**src/rtl/alu_mc.sv**
```systemverilog
// alu_mc: multi-cycle ALU with valid/ready handshakes on input and output.
// Single-cycle opcodes go IDLE -> DONE; MUL/MULHU iterate one bit per cycle
// in BUSY over a 2*WIDTH accumulator.
// Build option: define ALU_MC_DIV_EN to compile in the restoring divider for
// DIVU/REMU; without it those opcodes behave as undefined (err=1, result=0).
module alu_mc #(
  parameter int WIDTH = 32
) (
  input  logic             clk,
  input  logic             rst,
  input  logic             in_valid,
  output logic             in_ready,
  input  logic [WIDTH-1:0] a,
  input  logic [WIDTH-1:0] b,
  input  logic [3:0]       opr,
  output logic             out_valid,
  input  logic             out_ready,
  output logic [WIDTH-1:0] result,
  output logic             err
);
  localparam int SHW = $clog2(WIDTH);
  localparam int CW  = $clog2(WIDTH + 1);
  localparam logic [CW-1:0] LAST = CW'(WIDTH - 1);

  localparam logic [3:0] OP_ADD   = 4'b0000;
  localparam logic [3:0] OP_SUB   = 4'b1000;
  localparam logic [3:0] OP_SLL   = 4'b0001;
  localparam logic [3:0] OP_SLT   = 4'b0010;
  localparam logic [3:0] OP_SLTU  = 4'b0011;
  localparam logic [3:0] OP_XOR   = 4'b0100;
  localparam logic [3:0] OP_SRL   = 4'b0101;
  localparam logic [3:0] OP_SRA   = 4'b1101;
  localparam logic [3:0] OP_OR    = 4'b0110;
  localparam logic [3:0] OP_AND   = 4'b0111;
  localparam logic [3:0] OP_MUL   = 4'b1001;
  localparam logic [3:0] OP_MULHU = 4'b1011;
  localparam logic [3:0] OP_DIVU  = 4'b1100;
  localparam logic [3:0] OP_REMU  = 4'b1110;

  typedef enum logic [1:0] {
    IDLE = 2'd0,
    BUSY = 2'd1,
    DONE = 2'd2
  } state_t;

  state_t                 state_r, state_nxt_s;
  logic [2*WIDTH-1:0]     acc_r, acc_nxt_s, mul_nxt_s;
  logic [WIDTH:0]         mul_sum_s;
  logic [WIDTH-1:0]       b_r, result_r, alu_res_s, fin_s;
  logic [3:0]             opr_r;
  logic [CW-1:0]          cnt_r;
  logic                   err_r, alu_err_s, iter_s, hi_sel_s;
  logic [SHW-1:0]         shamt_s;
`ifdef ALU_MC_DIV_EN
  logic [WIDTH:0]         div_rem_s, div_dif_s;
  logic [2*WIDTH-1:0]     div_nxt_s;
`endif

  // Opcodes that run through the iterative BUSY datapath.
  function automatic logic is_iter(input logic [3:0] op);
    case (op)
      OP_MUL, OP_MULHU: is_iter = 1'b1;
`ifdef ALU_MC_DIV_EN
      OP_DIVU, OP_REMU: is_iter = 1'b1;
`endif
      default:          is_iter = 1'b0;
    endcase
  endfunction

  assign in_ready  = (state_r == IDLE);
  assign out_valid = (state_r == DONE);
  assign result    = result_r;
  assign err       = err_r;
  assign iter_s    = is_iter(opr);
  assign shamt_s   = b[SHW-1:0];

  // Single-cycle result computed straight from the request operands.
  always_comb begin
    alu_res_s = '0;
    alu_err_s = 1'b0;
    case (opr)
      OP_ADD:  alu_res_s = a + b;
      OP_SUB:  alu_res_s = a - b;
      OP_SLL:  alu_res_s = a << shamt_s;
      OP_SLT:  alu_res_s = {{(WIDTH-1){1'b0}}, ($signed(a) < $signed(b))};
      OP_SLTU: alu_res_s = {{(WIDTH-1){1'b0}}, (a < b)};
      OP_XOR:  alu_res_s = a ^ b;
      OP_SRL:  alu_res_s = a >> shamt_s;
      OP_SRA:  alu_res_s = $signed(a) >>> shamt_s;
      OP_OR:   alu_res_s = a | b;
      OP_AND:  alu_res_s = a & b;
      OP_MUL, OP_MULHU: alu_res_s = '0;
      default: begin
        alu_res_s = '0;
        alu_err_s = 1'b1;
      end
    endcase
  end

  // One shift-add step: add multiplicand into the high half when the LSB is set, then shift right.
  always_comb begin
    mul_sum_s = {1'b0, acc_r[2*WIDTH-1:WIDTH]} + (acc_r[0] ? {1'b0, b_r} : {(WIDTH+1){1'b0}});
    mul_nxt_s = {mul_sum_s, acc_r[WIDTH-1:1]};
  end

`ifdef ALU_MC_DIV_EN
  // One restoring-division step: shift in next dividend bit, subtract divisor if it fits.
  always_comb begin
    div_rem_s = {acc_r[2*WIDTH-1:WIDTH], acc_r[WIDTH-1]};
    div_dif_s = div_rem_s - {1'b0, b_r};
    if (div_dif_s[WIDTH]) begin
      div_nxt_s = {div_rem_s[WIDTH-1:0], acc_r[WIDTH-2:0], 1'b0};
    end else begin
      div_nxt_s = {div_dif_s[WIDTH-1:0], acc_r[WIDTH-2:0], 1'b1};
    end
  end
`endif

  // Pick the iteration step for the captured opcode and which accumulator half is the answer.
  always_comb begin
`ifdef ALU_MC_DIV_EN
    if ((opr_r == OP_DIVU) || (opr_r == OP_REMU)) begin
      acc_nxt_s = div_nxt_s;
    end else begin
      acc_nxt_s = mul_nxt_s;
    end
    hi_sel_s = (opr_r == OP_MULHU) || (opr_r == OP_REMU);
`else
    acc_nxt_s = mul_nxt_s;
    hi_sel_s  = (opr_r == OP_MULHU);
`endif
    if (hi_sel_s) begin
      fin_s = acc_nxt_s[2*WIDTH-1:WIDTH];
    end else begin
      fin_s = acc_nxt_s[WIDTH-1:0];
    end
  end

  // FSM state register.
  always_ff @(posedge clk or posedge rst) begin
    if (rst) begin
      state_r <= IDLE;
    end else begin
      state_r <= state_nxt_s;
    end
  end

  // FSM next state: accept only in IDLE, leave DONE on the consumer handshake.
  always_comb begin
    state_nxt_s = state_r;
    case (state_r)
      IDLE: begin
        if (in_valid) begin
          if (iter_s) begin
            state_nxt_s = BUSY;
          end else begin
            state_nxt_s = DONE;
          end
        end else begin
          state_nxt_s = IDLE;
        end
      end
      BUSY: begin
        if (cnt_r == LAST) begin
          state_nxt_s = DONE;
        end else begin
          state_nxt_s = BUSY;
        end
      end
      DONE: begin
        if (out_ready) begin
          state_nxt_s = IDLE;
        end else begin
          state_nxt_s = DONE;
        end
      end
      default: state_nxt_s = IDLE;
    endcase
  end

  // Datapath: capture on accept, iterate in BUSY, hold result/err until the next operation.
  always_ff @(posedge clk or posedge rst) begin
    if (rst) begin
      acc_r    <= '0;
      b_r      <= '0;
      opr_r    <= 4'd0;
      cnt_r    <= '0;
      result_r <= '0;
      err_r    <= 1'b0;
    end else begin
      case (state_r)
        IDLE: begin
          if (in_valid) begin
            opr_r <= opr;
            b_r   <= b;
            acc_r <= {{WIDTH{1'b0}}, a};
            cnt_r <= '0;
            if (!iter_s) begin
              result_r <= alu_res_s;
              err_r    <= alu_err_s;
            end
          end
        end
        BUSY: begin
          acc_r <= acc_nxt_s;
          cnt_r <= cnt_r + CW'(1);
          if (cnt_r == LAST) begin
            result_r <= fin_s;
            err_r    <= 1'b0;
          end
        end
        default: begin
          acc_r <= acc_r;
        end
      endcase
    end
  end
endmodule

```
**config.mk**
```make
export PLATFORM = sky130hd
export DESIGN_NAME = alu_mc
export DESIGN_NICKNAME = d
export VERILOG_FILES = /design/src/rtl/alu_mc.sv
export SDC_FILE = /design/constraint.sdc
export NUM_CORES = 1
export LEC_CHECK = 0
export CORE_MARGIN = 1
export CORE_UTILIZATION = 45
export CTS_CLUSTER_DIAMETER = 150
export DETAILED_ROUTE_END_ITERATION = 8
export DONT_BUFFER_PORTS = 1
export GPL_ROUTABILITY_DRIVEN = 0
export PLACE_DENSITY = 0.6
export SYNTH_ARGS = -nofsm -noshare
export SYNTH_HDL_FRONTEND = slang
export SYNTH_SLANG_ARGS = --single-unit
```
**constraint.sdc**
```tcl
create_clock -name clk -period 13.8 [get_ports clk]
set_clock_uncertainty 0.1 [all_clocks]
set_input_delay 2.76 -clock clk [delete_from_list [all_inputs] [get_ports clk]]
set_output_delay 2.76 -clock clk [all_outputs]
set_load 0.02 [all_outputs]
```
==> metrics.md <==
| Metric | Value |
|---|---|
| Worst-path fanout max | `77` |
| Fraction of final layout cells sized beyond drive strength 1 | `under 10%` |
| Most common cell after layout, fill and taps aside | `nand2_1` |
| Rel. slew slack | `roughly 22%` |
| Most frequent cells in the layout | `nand2_1 (242), nor2_1 (238), o21ai_0 (219)` |
| Antenna-violating nets left | `0` |
| Max Cap Viol | `0` |
| Hpwl dp | `between 40 and 50 mm` |
| Synth area leader | `dfrtp_1` |
| Crit. End Element | `flop` |
| Sequential share of the synthesized area | `approximately a fifth` |
| H-tree depth | `4` |
| Final Max Slew Viols | `0` |
| CTS tree | `yes` |
| Final setup vio count | `0` |
| Core footprint | `36500 um2` |
| Synth Register Bits | `141` |
| Initial Util | `a little under half` |
| Met3 wire len | `approximately 8.3 mm` |
| Met2 routed WL | `approximately 28 mm` |
| IO Pins | `around 110` |
| WP data arrival | `~6 ns` |
| PostCTS Resize Cnt | `0` |
| Worst Path Required | `13.97 ns` |
| Yosys warning count | `0` |
| Pwr/cell area | `~110 nW/um2` |
| Setup crit start kind | `input pin` |
| Wire per inst | `~26 um` |
| Clock Latency Late Sink | `around 0.44 ns` |
| Mapped Cells | `~2200` |
| Setup tns final | `0 ns` |
| DRT iter0 DRCs | `roughly 2500` |
| Synthesized area | `16700 um2` |
| GRT Total Usage | `between 30% and 40%` |
| Die Area | `about 38000 um2` |
| GRT Residual Overflow | `0` |
| Fmax | `approximately 0.17 GHz` |
| Port bufs | `0` |
| Net Count, Synth | `around 2400` |
| Cts-stage hold buffer count | `0` |
| Finished Core Util | `between 40 and 50%` |
| Reg-to-Reg End | `result[31]$_DFFE_PP0P_` |
| R2r setup slk | `approximately 9.2 ns` |
| Area delta synth->final | `3.83%` |
| Synth top area cells | `dfrtp_1 (21%), ha_1 (10%), o21ai_0 (6.6%)` |
| Uppermost routed layer | `met5` |
| Die width | `roughly 200 um` |
| Total chip power | `between 0.0015 and 0.002 W` |
| Largest net degree at the start of global routing | `~100` |
| Pleak | `7.40 nW` |
| Post-synth top area share | `between 20% and 30%` |
| Tcrit/Tclk final | `43.0%` |
| Via density | `roughly 6.8` |
| Residual DRC count | `0` |
| Fillers | `~3600` |
| Kind of critical path | `in2reg` |
| Reg-to-reg critical path startpoint | `acc_r[0]$_DFFE_PP0P_` |
| Clock-pin slew on the worst setup and hold paths | `~0.06 ns` |
| WHS Endpoint | `b_r[13]$_DFFE_PP0P_` |
| Number of detailed-route iterations in the first pass | `6` |
| Ys flop type | `dfrtp_1` |
| RSZ-0062 raised after global routing | `no` |
| Nets | `around 2300` |
| Cts bufs inserted | `17` |
| Final Hold Vio Count | `0` |
| Num Clock Sinks | `between 100 and 150` |
| Rows | `70` |
| Total number of vias | `around 18000` |
| Die height | `195 um` |
| First-pass GRT wire length | `~100 mm` |
| Post-CTS Setup Bufs | `0` |
| Initial antenna violation count | `1` |
| Mapped Avg Cell Area | `about 7.5 um2` |
| Longest Clk Path Bufs | `2` |
| Clock root buffer | `clkbuf_16` |
| Ys async rst share | `between 90% and 100%` |
| Worst hold stages | `2` |
| Worst Hold Launch | `b_r[13]$_DFFE_PP0P_` |
| Post-Route M1 WL | `27.7 mm` |
| Number of global-route vias before repair | `16360` |
| Worst reg2reg path depth | `12` |
| Distinct cells, synth | `100` |
| Class of the worst hold path | `reg2reg` |
| Max IR drop VDD | `approximately 0.00010 V` |
| Status | `finished clean` |
| Worst slew pin tran | `1.16 ns` |
| Post-synth EDFFs | `0` |
| Fin crit period | `5.93 ns` |
| WL final | `67.5 mm` |
==> registers in the layout, summed over array words and instances (netlist names) <==
signal	count
result	32
state_r	2
cnt_r	6
err	1
acc_r	64
opr_r	4
b_r	32
==> cell families after synthesis <==
logic type / count (synthesis) / share of synthesized area, %
AO/OA/AOI/OAI: 805 / 30.8
AND/OR/NAND/NOR: 731 / 19.8
buffers and inverters: 273 / 6.87
flip-flops: 141 / 21.1
adder cells (fa/ha/maj): 136 / 10.3
multiplexers: 109 / 8.82
XOR/XNOR: 42 / 2.20
==> per-layer routing <==
| metal | GRT usage (%) | vias up |
|---|---|---|
| met2 | 50.7 | 1150 |
| met5 | 1.79 | - |
| met1 | 47.9 | 8290 |
| met3 | 9.96 | 231 |
| met4 | 18.1 | 4 |
| li1 | - | 7906 |
==> area by class of cell <==
cell class              instances  area [um2]  area share, %
repair buffers                 16         120          0.693
flip-flops and latches        141        3530           20.4
clock buffers                  21         470           2.72
inverters                     104         398           2.30
diodes                          1        2.50         0.0144
multi-input cells            1823       12100           69.6
well taps                     468         586           3.38
clock inverters                10         163          0.939
==> worst max-delay path by stage <==
stage	startpoint	endpoint	slack, ns
final	b[2]	result[17]$_DFFE_PP0P_	7.87
after global routing	b[2]	result[17]$_DFFE_PP0P_	7.69
after CTS	b[2]	result[17]$_DFFE_PP0P_	8.01
after detailed placement	b[2]	result[17]$_DFFE_PP0P_	7.57
after global placement	b[2]	result[17]$_DFFE_PP0P_	7.65
after floorplan	rst	acc_r[0]$_DFFE_PP0P_	7.16
==> critical path, stage by stage <==
cell and delay, ns:
inv_2 0.58, ha_1 0.43, inv_1 0.12, a21oi_1 0.14
o311ai_2 0.33, nor3_2 0.11, o21a_2 0.27, o31a_1 0.26
a221oi_1 0.29, a21oi_1 0.08, o21ai_0 0.45, o311ai_0 0.24
==> cell usage after synthesis, types with 8 or more instances <==
library cell    n
o211ai_1       23
buf_1          18
dfrtp_1       141
o221ai_1       12
buf_4          10
a211oi_1       30
a31oi_1        27
xnor2_1        27
a221oi_1       25
o21ai_0       219
nor2b_1        12
clkbuf_1      101
nand4_1        15
o31ai_1        19
mux4_2         29
xor2_1         15
nand2b_1       16
a2111oi_0       8
o22ai_1        36
a221o_1        10
mux2_2          9
nor2_1        238
o21a_1         10
nand2_1       243
mux2i_1        69
nand3_1        64
a21o_1         25
o21ai_1        18
inv_1          95
nor4_1         14
a21oi_1       208
a211o_1         8
ha_1          133
and2_1         45
o21bai_1       22
nor3_1         35
buf_2          35
a22oi_1        23
and3_1         10
==> power breakdown <==
group | internal (W) | switching (W)
clock network | 0.000316 | 0.000193
registers | 0.000511 | 0.000138
logic | 0.000269 | 0.000467
total | 0.00110 | 0.000798
==> per-stage QoR <==
| step | cells | cell area, um2 | hold slack (ns) | setup WS [ns] |
|---|---|---|---|---|
| floorplan | 2237 | 16700 | 0.342 | 7.16 |
| detailed placement | 2552 | 16700 | 0.365 | 7.57 |
| finish | 2584 | 17300 | 0.374 | 7.87 |
| global route | 2583 | 17300 | 0.406 | 7.69 |
| CTS | 2583 | 17300 | 0.379 | 8.01 |
| global placement | 2552 | 16700 | 0.355 | 7.65 |
Power figures use the tool's default switching activity.
